**config.mk**
```make
export PLATFORM = sky130hd
export DESIGN_NAME = cpu_control
export DESIGN_NICKNAME = d
export VERILOG_FILES = /design/src/rtl/cpu_control_pkg.sv /design/src/rtl/cpu_instr_decode.sv /design/src/rtl/cpu_control.sv
export SDC_FILE = /design/constraint.sdc
export NUM_CORES = 1
export LEC_CHECK = 0
export CAP_MARGIN = 20
export CORE_MARGIN = 2
export CORE_UTILIZATION = 35
export CTS_BUF_LIST = sky130_fd_sc_hd__clkbuf_8 sky130_fd_sc_hd__clkbuf_16
export DETAILED_ROUTE_END_ITERATION = 6
export PLACE_DENSITY_LB_ADDON = 0.08
export SYNTH_ARGS = -nofsm -noshare
export SYNTH_HDL_FRONTEND = slang
export SYNTH_SLANG_ARGS = --single-unit
```
**constraint.sdc**
```tcl
create_clock -name clk -period 2.26 [get_ports clk]
set_input_delay 0.226 -clock clk [delete_from_list [all_inputs] [get_ports clk]]
set_output_delay 0.226 -clock clk [all_outputs]
set_load 0.05 [all_outputs]
```
**src/rtl/cpu_control_pkg.sv**
```systemverilog
// Shared definitions for the cpu_control sequencer.
// Contents: opcode class codes (IR[31:30]), the fixed LOAD/STORE/NOP/HALT
// encodings, the sequencer state enum and the IR field bit positions.
package cpu_control_pkg;

  // Opcode class is the top two opcode bits.
  localparam logic [1:0] ALU_RR = 2'b00;
  localparam logic [1:0] MEM    = 2'b01;
  localparam logic [1:0] CTRL   = 2'b10;
  localparam logic [1:0] ALU_RI = 2'b11;

  localparam logic [5:0] OP_LOAD  = 6'b01_0000;
  localparam logic [5:0] OP_STORE = 6'b01_0001;
  localparam logic [5:0] OP_NOP   = 6'b10_0000;
  localparam logic [5:0] OP_HALT  = 6'b10_1111;

  // IR field positions
  localparam int OPC_MSB = 31;
  localparam int OPC_LSB = 26;
  localparam int OPA_MSB = 25;
  localparam int OPA_LSB = 21;
  localparam int OPB_MSB = 20;
  localparam int OPB_LSB = 16;
  localparam int LIT_MSB = 15;
  localparam int LIT_LSB = 0;

  // Fixed encodings so the state register stays legacy-compatible.
  typedef enum logic [2:0] {
    S_BOOT   = 3'd0,
    S_FETCH  = 3'd1,
    S_DECODE = 3'd2,
    S_EXEC   = 3'd3,
    S_MEM_RD = 3'd4,
    S_MEM_WR = 3'd5,
    S_HALT   = 3'd6,
    S_FAULT  = 3'd7
  } state_t;

endpackage

```
**src/rtl/cpu_instr_decode.sv**
```systemverilog
// Combinational opcode decoder.
// Ports: opcode (IR[31:26]) in; op_class (opcode class), next_hint (state
// to enter after DECODE), illegal (encoding not in the instruction set) out.
module cpu_instr_decode
  import cpu_control_pkg::*;
(
  input  logic [5:0] opcode,
  output logic [1:0] op_class,
  output state_t     next_hint,
  output logic       illegal
);

  always_comb begin
    op_class  = opcode[5:4];
    next_hint = S_FAULT;
    illegal   = 1'b1;
    case (op_class)
      ALU_RR, ALU_RI: begin
        next_hint = S_EXEC;
        illegal   = 1'b0;
      end
      MEM: begin
        if (opcode == OP_LOAD) begin
          next_hint = S_MEM_RD;
          illegal   = 1'b0;
        end else if (opcode == OP_STORE) begin
          next_hint = S_MEM_WR;
          illegal   = 1'b0;
        end
      end
      default: begin // CTRL
        if (opcode == OP_NOP) begin
          next_hint = S_FETCH;
          illegal   = 1'b0;
        end else if (opcode == OP_HALT) begin
          next_hint = S_HALT;
          illegal   = 1'b0;
        end
      end
    endcase
  end

endmodule

```
**src/rtl/cpu_control.sv**
```systemverilog
// Multi-cycle fetch/decode/execute sequencer for the CPU datapath.
// Ports:
//   clk, reset (async, active high)
//   data [WIDTH] / mem_ack          - memory bus and completion strobe
//   mem_rd, mem_wr                  - memory request strobes
//   Valid, regEn, oppA, oppB, opcode, literal, DataCon, AddCon,
//   increment, pc_reset             - datapath controls
//   halted, fault                   - terminal status
// All outputs decode from the state register or the IR; the only path from
// mem_ack to an output is regEn in MEM_RD (captures the load data).
module cpu_control
  import cpu_control_pkg::*;
#(
  parameter int WIDTH   = 32,
  parameter int AWIDTH  = 8,
  parameter int TIMEOUT = 15
) (
  input  logic             clk,
  input  logic             reset,
  input  logic [WIDTH-1:0] data,
  input  logic             mem_ack,
  output logic             mem_rd,
  output logic             mem_wr,
  output logic             Valid,
  output logic             regEn,
  output logic [4:0]       oppA,
  output logic [4:0]       oppB,
  output logic [5:0]       opcode,
  output logic [WIDTH-1:0] literal,
  output logic             DataCon,
  output logic             AddCon,
  output logic             increment,
  output logic             pc_reset,
  output logic             halted,
  output logic             fault
);

  // The address bus is driven by the datapath; AWIDTH only documents it.
  localparam int CNT_W = $clog2(TIMEOUT + 1) + (AWIDTH * 0);

  state_t           state, state_nxt;
  logic [WIDTH-1:0] ir;
  logic [CNT_W-1:0] wait_cnt;
  logic             waiting, expired;
  logic [1:0]       op_class;
  state_t           dec_nxt;
  logic             illegal;

  assign opcode  = ir[OPC_MSB:OPC_LSB];
  assign oppA    = ir[OPA_MSB:OPA_LSB];
  assign oppB    = ir[OPB_MSB:OPB_LSB];
  assign literal = {{(WIDTH-16){ir[LIT_MSB]}}, ir[LIT_MSB:LIT_LSB]};

  cpu_instr_decode u_dec (
    .opcode    (opcode),
    .op_class  (op_class),
    .next_hint (dec_nxt),
    .illegal   (illegal)
  );

  // wait_cnt holds the number of ack-less cycles already spent in the
  // current wait state, so the TIMEOUT-th such cycle sees TIMEOUT-1.
  assign waiting = (state == S_FETCH) || (state == S_MEM_RD) || (state == S_MEM_WR);
  assign expired = waiting && !mem_ack && (wait_cnt == CNT_W'(TIMEOUT - 1));

  always_comb begin
    state_nxt = state;
    case (state)
      S_BOOT:   state_nxt = S_FETCH;
      S_FETCH:  if (mem_ack) state_nxt = S_DECODE;
                else if (expired) state_nxt = S_FAULT;
      S_DECODE: if (illegal) state_nxt = S_FAULT;
                else if (op_class == ALU_RR || op_class == ALU_RI) state_nxt = S_EXEC;
                else state_nxt = dec_nxt;
      S_EXEC:   state_nxt = S_FETCH;
      S_MEM_RD,
      S_MEM_WR: if (mem_ack) state_nxt = S_FETCH;
                else if (expired) state_nxt = S_FAULT;
      default:  state_nxt = state; // HALT / FAULT are terminal
    endcase
  end

  always_ff @(posedge clk or posedge reset) begin
    if (reset) begin
      state    <= S_BOOT;
      ir       <= '0;
      wait_cnt <= '0;
    end else begin
      state <= state_nxt;
      if (state == S_FETCH && mem_ack) ir <= data;
      if (state_nxt != state)        wait_cnt <= '0;
      else if (waiting && !mem_ack)  wait_cnt <= wait_cnt + 1'b1;
    end
  end

  // Moore decode; reset forces BOOT asynchronously so requests drop at once.
  always_comb begin
    pc_reset  = (state == S_BOOT);
    mem_rd    = (state == S_FETCH) || (state == S_MEM_RD);
    mem_wr    = (state == S_MEM_WR);
    Valid     = (state == S_DECODE) || (state == S_EXEC) ||
                (state == S_MEM_RD) || (state == S_MEM_WR);
    increment = (state == S_DECODE);
    regEn     = (state == S_EXEC) || ((state == S_MEM_RD) && mem_ack);
    DataCon   = (state == S_EXEC) || (state == S_MEM_WR);
    AddCon    = (state == S_MEM_RD) || (state == S_MEM_WR);
    halted    = (state == S_HALT);
    fault     = (state == S_FAULT);
  end

endmodule

```
# Word level (Yosys, flattened, before mapping)
# Index checks and enable logic that the tools add are counted.
op_classes:
  n_reduce_logical: 20
  muxes: 18
  eq_ne: 15
  n_addsub: 1
ops:
  columns: ["op", "n"]
  rows:
  - ["$mux W3", 7]
  - ["$eq A3 B3 Y1 const B", 4]
  - ["$eq A6 B5 Y1 const B", 2]
  - ["$eq A6 B6 Y1 const B", 2]
  - ["$pmux W3 S4", 1]
  - ["$logic_or A1 B1 Y1", 9]
  - ["$mux W4", 2]
  - ["$eq A3 B2 Y1 const B", 2]
  - ["$pmux W3 S2", 1]
  - ["$reduce_or A2 Y1", 3]
  - ["$mux W1", 5]
  - ["$add A4 B1 Y4 const B", 1]
  - ["$eq A4 B4 Y1 const B", 1]
  - ["$logic_and A1 B1 Y1", 4]
  - ["$eq A3 B1 Y1 const B", 1]
  - ["$logic_not A3 Y1", 1]
  - ["$ne A3 B3 Y1", 1]
  - ["$eq A2 B1 Y1 const B", 1]
  - ["$eq A2 B2 Y1 const B", 1]
  - ["$logic_not A2 Y1", 1]
  - ["$mux W2", 1]
  - ["$pmux W1 S2", 1]
  - ["$reduce_bool A2 Y1", 1]
  - ["$logic_not A1 Y1", 1]
totals:
  word_cells: 57
  input_bits: 35
  ff_bits: 39

# Depth between registers and ports, before layout
# Gate-level depths: netlist of run 1.
depth:
  word_depth: 10
  depth_mapped: 8
  ltp_nobuf: 7

# By module
# A second synthesis of run 1 with hierarchy kept.
hier_totals:
  cells_unflattened: 194
  area_unflattened_um2: 2138.3
by_module_without_submodules:
  columns: ["module", "area_per_inst_um2", "instances", "seq_area_each_um2", "cells_per_inst"]
  rows:
  - ["cpu_control", 1996.9, 1, 975.9, 172]
  - ["cpu_instr_decode", 141.4, 1, 0.0, 22]

# Worst setup path after synthesis of run 1
# OpenSTA, ideal clock, no wires.
synth_path:
  path_type: "reg2reg"
  startpoint: "register state[2]"
  endpoint: "register wait_cnt[1]"
  arrival_time_ns: 2.647
  stages_incl_launch_ff: 6
  setup_ns: 0.136
  setup_slack_ns: -0.524
  t_required_ns: 2.124
  cell_sequence: "dfrtp_1 nor3b_1 o21ai_0 o311ai_0 a211o_1 nor3_1"
synth_between:
  elab_cells_between_ends: 19
  classes_between: "eq/ne: 6; mux: 5; reduce/logical: 8"
synth_lines:
  columns: ["item", "line", "rtl"]
  rows:
  - ["start, declared", "cpu_control.sv:41", "state_t state, state_nxt;"]
  - ["start signal, assigned", "cpu_control.sv:89", "state <= state_nxt;"]
  - ["$eq A3 B2 Y1 (*)", null, null]
  - ["via increment", "cpu_control.sv:32", "output logic increment,"]
  - ["$pmux W3 S4 (*)", "cpu_control.sv:68", "case (state)"]
  - ["$ne A3 B3 Y1 (*)", "cpu_control.sv:91", "if (state_nxt != state) wait_cnt <= '0;"]
  - ["$mux W4 or $reduce_bool A2 Y1 (tied branches)", null, null]
  - ["end signal, assigned", "cpu_control.sv:92", "else if (waiting && !mem_ack) wait_cnt <= wait_cnt + 1'b1;"]
  - ["end, declared", "cpu_control.sv:43", "logic [CNT_W-1:0] wait_cnt;"]
# The timed path passes the listed nets; every way through them passes the cells marked *.
# A chain may end at the register's enable or synchronous reset.

# Final worst setup path of run 1
layout_path:
  startpoint: "register ir[30]"
  endpoint: "register wait_cnt[1]"
layout_between:
  elab_chain_cells: 9
  elab_cells_between_ends: 25
  classes_between: "eq/ne: 7; mux: 14; reduce/logical: 4"
layout_rtl:
  columns: ["item", "line", "rtl"]
  rows:
  - ["start, declared", "cpu_control.sv:42", "logic [WIDTH-1:0] ir;"]
  - ["start signal, assigned", "cpu_control.sv:90", "if (state == S_FETCH && mem_ack) ir <= data;"]
  - ["$eq A6 B6 Y1 or $eq A6 B5 Y1 (tied branches)", "cpu_instr_decode.sv:35, cpu_instr_decode.sv:26", null]
  - ["$mux W1 or $mux W2 (tied branches)", "cpu_instr_decode.sv:35, cpu_instr_decode.sv:26", null]
  - ["$mux W3, on equally long branches", "cpu_instr_decode.sv:32, cpu_instr_decode.sv:23", null]
  - ["$pmux W3 S2", "cpu_instr_decode.sv:17", "case (op_class)"]
  - ["$mux W3", "cpu_control.sv:73", "else if (op_class == ALU_RR || op_class == ALU_RI) state_nxt = S_EXEC;"]
  - ["$mux W3 (*)", "cpu_control.sv:72", "S_DECODE: if (illegal) state_nxt = S_FAULT;"]
  - ["$pmux W3 S4 (*)", "cpu_control.sv:68", null]
  - ["$ne A3 B3 Y1 (*)", "cpu_control.sv:91", null]
  - ["$mux W4 or $reduce_bool A2 Y1 (tied branches)", null, null]
# Every way passes the cells marked *; elsewhere a longest branch is shown, timed or not.

==> flow_summary.ini, run 1 <==
[sta]
fin_skew_ps = 6.27
fin_tns_setup_ps = 0
drv_slew = 0
finalCritPeriodShare_pct = 93.3
relSlewSlack_pct = 64.6
rsz0062_at_grt = false
hold_viol_final = 0
max_freq_ghz = 0.474
worst_pin_slew_ps = 529
min_period_ps = 2110
setup_viol = 0
hold_slack_ps = 231

[clocking]
cts_tree = done
cts_made_buffers = 5
clkSlewWorstSetupHoldPaths_ps = 80
clockBufferDepth = 2
clock_latency_ps = 290
postCtsSetupBuffers = 0
cts_root_buffer = clkbuf_8
htree_levels = 2
cts_num_sinks = 39

[yosys]
syn-num-nets = 232
synthTopCellsByCount = 39 x dfrtp_1, 30 x mux2_2, 17 x buf_4
yosysMostFrequentCell = dfrtp_1
yosys.area.top_type = dfrtp_1
synth_edf_count = 0
ys_types = 40
synth_area_mm2 = 0.00211
yosys.area.top_type_share_pct = 46.3
ys.flop_type = dfrtp_1
yosysSeqAreaShare_pct = 46.3
syn_inst = 190
synth-async-reset-ratio_pct = 100
ys_warn_count = 0
synth_area_leaders = dfrtp_1 46%, mux2_2 16%, buf_4 6.1%, ha_1 4.2%, nor3_1 2.9%
syn_avg_cell_area_um2 = 11.1
ys_seq_elements = 39

[final_layout]
stdcell_count = 349
syn_to_final_growth_pct = 48.5
fillers = 538
drive_above_1_share_pct = 21.9
nets = 316
diodes = 0

[grt]
antenna_found_initial = 0
grt_usage_pct = 15.2
grt_pass1_vias = 1622
overflow = 0
grt_first_pass_wirelength_um = 7780
grt_max_degree = 35

[drt]
drc = 0
wl_met2_um = 2390
routed_wl_um = 4850
route.met3.wl_um = 290
routed.top_layer = met4
drtPass1Iterations = 4
drt_iter0_drc = 42
drtAntennaViolNets = 0
wl_met1_um = 2110
viasPerCell = 4.83
vias = 1684
post_drt_wl_per_cell_um = 13.9

[placement]
portBuffers = 92
dp.cells = 342
dp_hpwl_um = 3580
gp_congestion = 0.876

[worst_setup_path]
cp-end-kind = flop
timing.rr.end = wait_cnt[1]
r2r-start = ir[30]
criticalPathCategory = flop to flop
crit_arrival_ps = 2310
ff2ff_setup_slack_ps = 150
critPathLaunchType = flop
required_ps = 2460
ff2ff_path_depth = 7
critPathMaxFanout = 5

[die]
num_io_pins = 93
row_count = 28
die_h_um = 81.6
die_w_um = 81.6
core_mm2 = 0.00589
start_util_pct = 35.8
die-area_mm2 = 0.00666

[job]
cap_violations = 0

[hold_path]
hold_class = input port to async pin

[outcome]
outcome = finished clean
==> registers in the layout, indices dropped and copies added, names as in the netlist <==
name	count
state	3
wait_cnt	4
ir	32
==> placed cells by master, fill, tap and decap left out, types with 2 or more instances in the layout <==
| cell type | n |
|---|---|
| nand3_1 | 3 |
| nor3b_1 | 2 |
| nor3_1 | 12 |
| clkdlybuf4s50_1 | 82 |
| dfrtp_1 | 39 |
| mux2_2 | 30 |
| clkbuf_8 | 6 |
| a21oi_1 | 2 |
| nor2_1 | 6 |
| a211oi_1 | 2 |
| buf_4 | 15 |
| xnor2_1 | 5 |
| o211ai_1 | 2 |
| and3_1 | 3 |
| nand2_1 | 11 |
| buf_12 | 2 |
| and2_1 | 2 |
| inv_1 | 11 |
| ha_1 | 7 |
| o21ai_0 | 6 |
| nand4_1 | 2 |
| nand2b_1 | 2 |
==> per-layer routing <==
layer  GRT usage [%]  up-vias
met3            4.51        6
met5               0        -
met4            4.50        0
li1                -      828
met2            25.4       46
met1            19.0      804
==> critical path, stage by stage (launching register included) <==
cell	delay (ps)
dfrtp_1	370
inv_1	70
ha_1	380
nor3b_1	290
nor4_1	80
a311o_1	320
a211o_1	290
nor3_1	220
==> logic make-up after synthesis <==
group                    synth area share [%]
multiplexers                             16.0
AO/OA/AOI/OAI                            9.68
buffers and inverters                    9.38
flip-flops                               46.3
XOR/XNOR                                 2.08
AND/OR/NAND/NOR                          12.4
adder cells (fa/ha/maj)                  4.16
==> timing repair <==
item,in CTS,in global routing
setup endpoints to repair,0,1
hold buffers,0,0
gates resized for setup,0,1
==> final cells by class <==
class	count	area [um2]	share of cell area, %
Clock buffer	6	82.6	2.64
Clock inverter	1	5.00	0.160
Inverter	11	41.3	1.32
Multi-Input combinational cell	117	945	30.2
Sequential cell	39	976	31.2
Tap cell	75	93.8	3.00
Timing Repair Buffer	100	986	31.5
==> worst max path at each step <==
| stage | start | end | slack (ps) | cells past startpoint |
|---|---|---|---|---|
| after floorplan | ir[30] | wait_cnt[1] | 10 | 7 |
| after CTS | state[2] | pc_reset | 70 | 3 |
| final | ir[30] | wait_cnt[1] | 150 | 7 |
| after global routing | ir[30] | wait_cnt[1] | 30 | 7 |
| after global placement | ir[30] | wait_cnt[1] | 280 | 7 |
| after detailed placement | ir[30] | wait_cnt[1] | 190 | 7 |
==> metrics by stage <==
step,util (%),setup WS (ps),area [um2]
2_1_floorplan,-,12.9,2110
3_3_place_gp,51.6,278,3040
3_5_place_dp,51.6,186,3040
4_1_cts,53.1,69.4,3130
5_1_grt,53.2,26.9,3130
6_report,53.2,152,3130
Power of run 1 is left out: the tool's default activity adds up to more than one toggle a clock period on the data nets, which glitch-free logic cannot reach.
==> run 2, diff against run 1 <==
- PLACE_DENSITY: not set -> 0.81
- PLACE_DENSITY_LB_ADDON: 0.08 -> not set
==> run 2 against run 1 <==
Against the previous run: count of clock-buffer cells in the layout unchanged; maximum frequency up 3.8%; via count up 2.2%; worst setup slack better by 77 ps; first-iteration DRC count up 29%; register-to-register slack better by 80 ps.
==> flow_summary.ini, run 2 (synthesized netlist as in run 1, its figures left out) <==
[die]
num_io_pins = 93
row_count = 28
start_util_pct = 35.8
die-area_mm2 = 0.00666
die_w_um = 81.6
core_mm2 = 0.00589
die_h_um = 81.6

[clocking]
cts_root_buffer = clkbuf_8
cts_made_buffers = 5
cts_tree = done
clkSlewWorstSetupHoldPaths_ps = 70
cts_num_sinks = 39
clock_latency_ps = 280
postCtsSetupBuffers = 0
clockBufferDepth = 2
htree_levels = 2

[drt]
drtPass1Iterations = 4
drtAntennaViolNets = 0
routed_wl_um = 4860
vias = 1721
drt_iter0_drc = 54
viasPerCell = 4.96
post_drt_wl_per_cell_um = 14.0
drc = 0

[sta]
worst_pin_slew_ps = 568
postLayoutSetupSlackWorst_ps = 228
setup_viol = 0
hold_viol_final = 0
max_freq_ghz = 0.492
finalCritPeriodShare_pct = 89.9
fin_skew_ps = 2.87
min_period_ps = 2030
relSlewSlack_pct = 62.1
fin_tns_setup_ps = 0
drv_slew = 0
rsz0062_at_grt = false

[grt]
overflow = 0
antenna_found_initial = 0
grt_first_pass_wirelength_um = 7630
grt_usage_pct = 14.8
grt_max_degree = 35
grt_pass1_vias = 1609

[job]
cap_violations = 0

[worst_setup_path]
crit_arrival_ps = 2230
required_ps = 2460
criticalPathCategory = flop to flop
critPathLaunchType = flop
timing.rr.end = wait_cnt[3]
cp_top_family = compound AO/OA/AOI/OAI gates
cp-end-kind = flop
critPathMaxStageDelay_ps = 540
ff2ff_setup_slack_ps = 230
cp_num_buf_inv = 0
path_cells = or2_4, a31o_1, a311o_1, a211o_1, nor3_1
r2r-start = state[0]
ff2ff_path_depth = 5
cpMaxStageDelayCell = dfrtp_1
critPathMaxFanout = 13

[final_layout]
fillers = 535
postLayoutCoreUtil_pct = 53.0
regMostFlops = ir
layout_commonest_cell = clkdlybuf4s50_1
final_cell_mix = 82 x clkdlybuf4s50_1, 39 x dfrtp_1, 30 x mux2_2
drive_above_1_share_pct = 21.7
syn_to_final_growth_pct = 48.0
multi_input_area_um2 = 950
diodes = 0
largest_register_ffs = 32
seq_area_um2 = 976
largestRegisters = ir x32, wait_cnt x4, state x3
nets = 314

[placement]
dp_hpwl_um = 3590
gp_congestion = 0.871
pre_cts_slack_ps = 217
portBuffers = 92

[hold_path]
hold_class = input port to async pin

[outcome]
outcome = finished clean
-- run 2: changes by cell type in the layout (fill, tap and decap cells not counted) --
cell     change
buf_4        -2
nor3b_1      -1
nor3b_2      +1
-- run 2: layout make-up --
cell class | count | share of cell area (%)
inverters | 11 | 1.32
well taps | 75 | 3.01
clock buffers | 6 | 2.65
repair buffers | 98 | 31.1
multi-input cells | 117 | 30.4
flip-flops and latches | 39 | 31.3
clock inverters | 1 | 0.160
-- run 2: worst max path at each step --
| stage | cells past startpoint | to | start |
|---|---|---|---|
| after global routing | 7 | wait_cnt[1] | ir[30] |
| after CTS | 3 | pc_reset | state[1] |
| final | 5 | wait_cnt[3] | state[0] |
| after global placement | 5 | wait_cnt[1] | state[0] |
| after floorplan | 7 | wait_cnt[1] | ir[30] |
| after detailed placement | 7 | wait_cnt[1] | ir[30] |
-- run 2: repair_timing --
action / CTS / global route
hold buffers: 0 / 0
endpoints found under the hold margin: 0 / 0
setup endpoints to repair: 0 / 4
gates resized for setup: 0 / 2
-- run 2: routing by layer --
| metal | vias to the layer above | GRT usage, % | wire [um] |
|---|---|---|---|
| li1 | 820 | - | - |
| met1 | 841 | 19.7 | 2160 |
| met2 | 58 | 23.2 | 2330 |
| met3 | 2 | 5.16 | 358 |
| met4 | 0 | 4.00 | 21 |
| met5 | - | 0 | 0 |
-- run 2: per-stage QoR --
stage | cell area, um2 | hold WS, ps | cells
after global routing | 3120 | 341 | 347
final | 3120 | 291 | 347
after global placement | 3020 | 488 | 340
after detailed placement | 3020 | 496 | 340
after CTS | 3110 | 294 | 347
after floorplan | 2110 | 343 | 190
Power of run 2 is left out for the same reason.
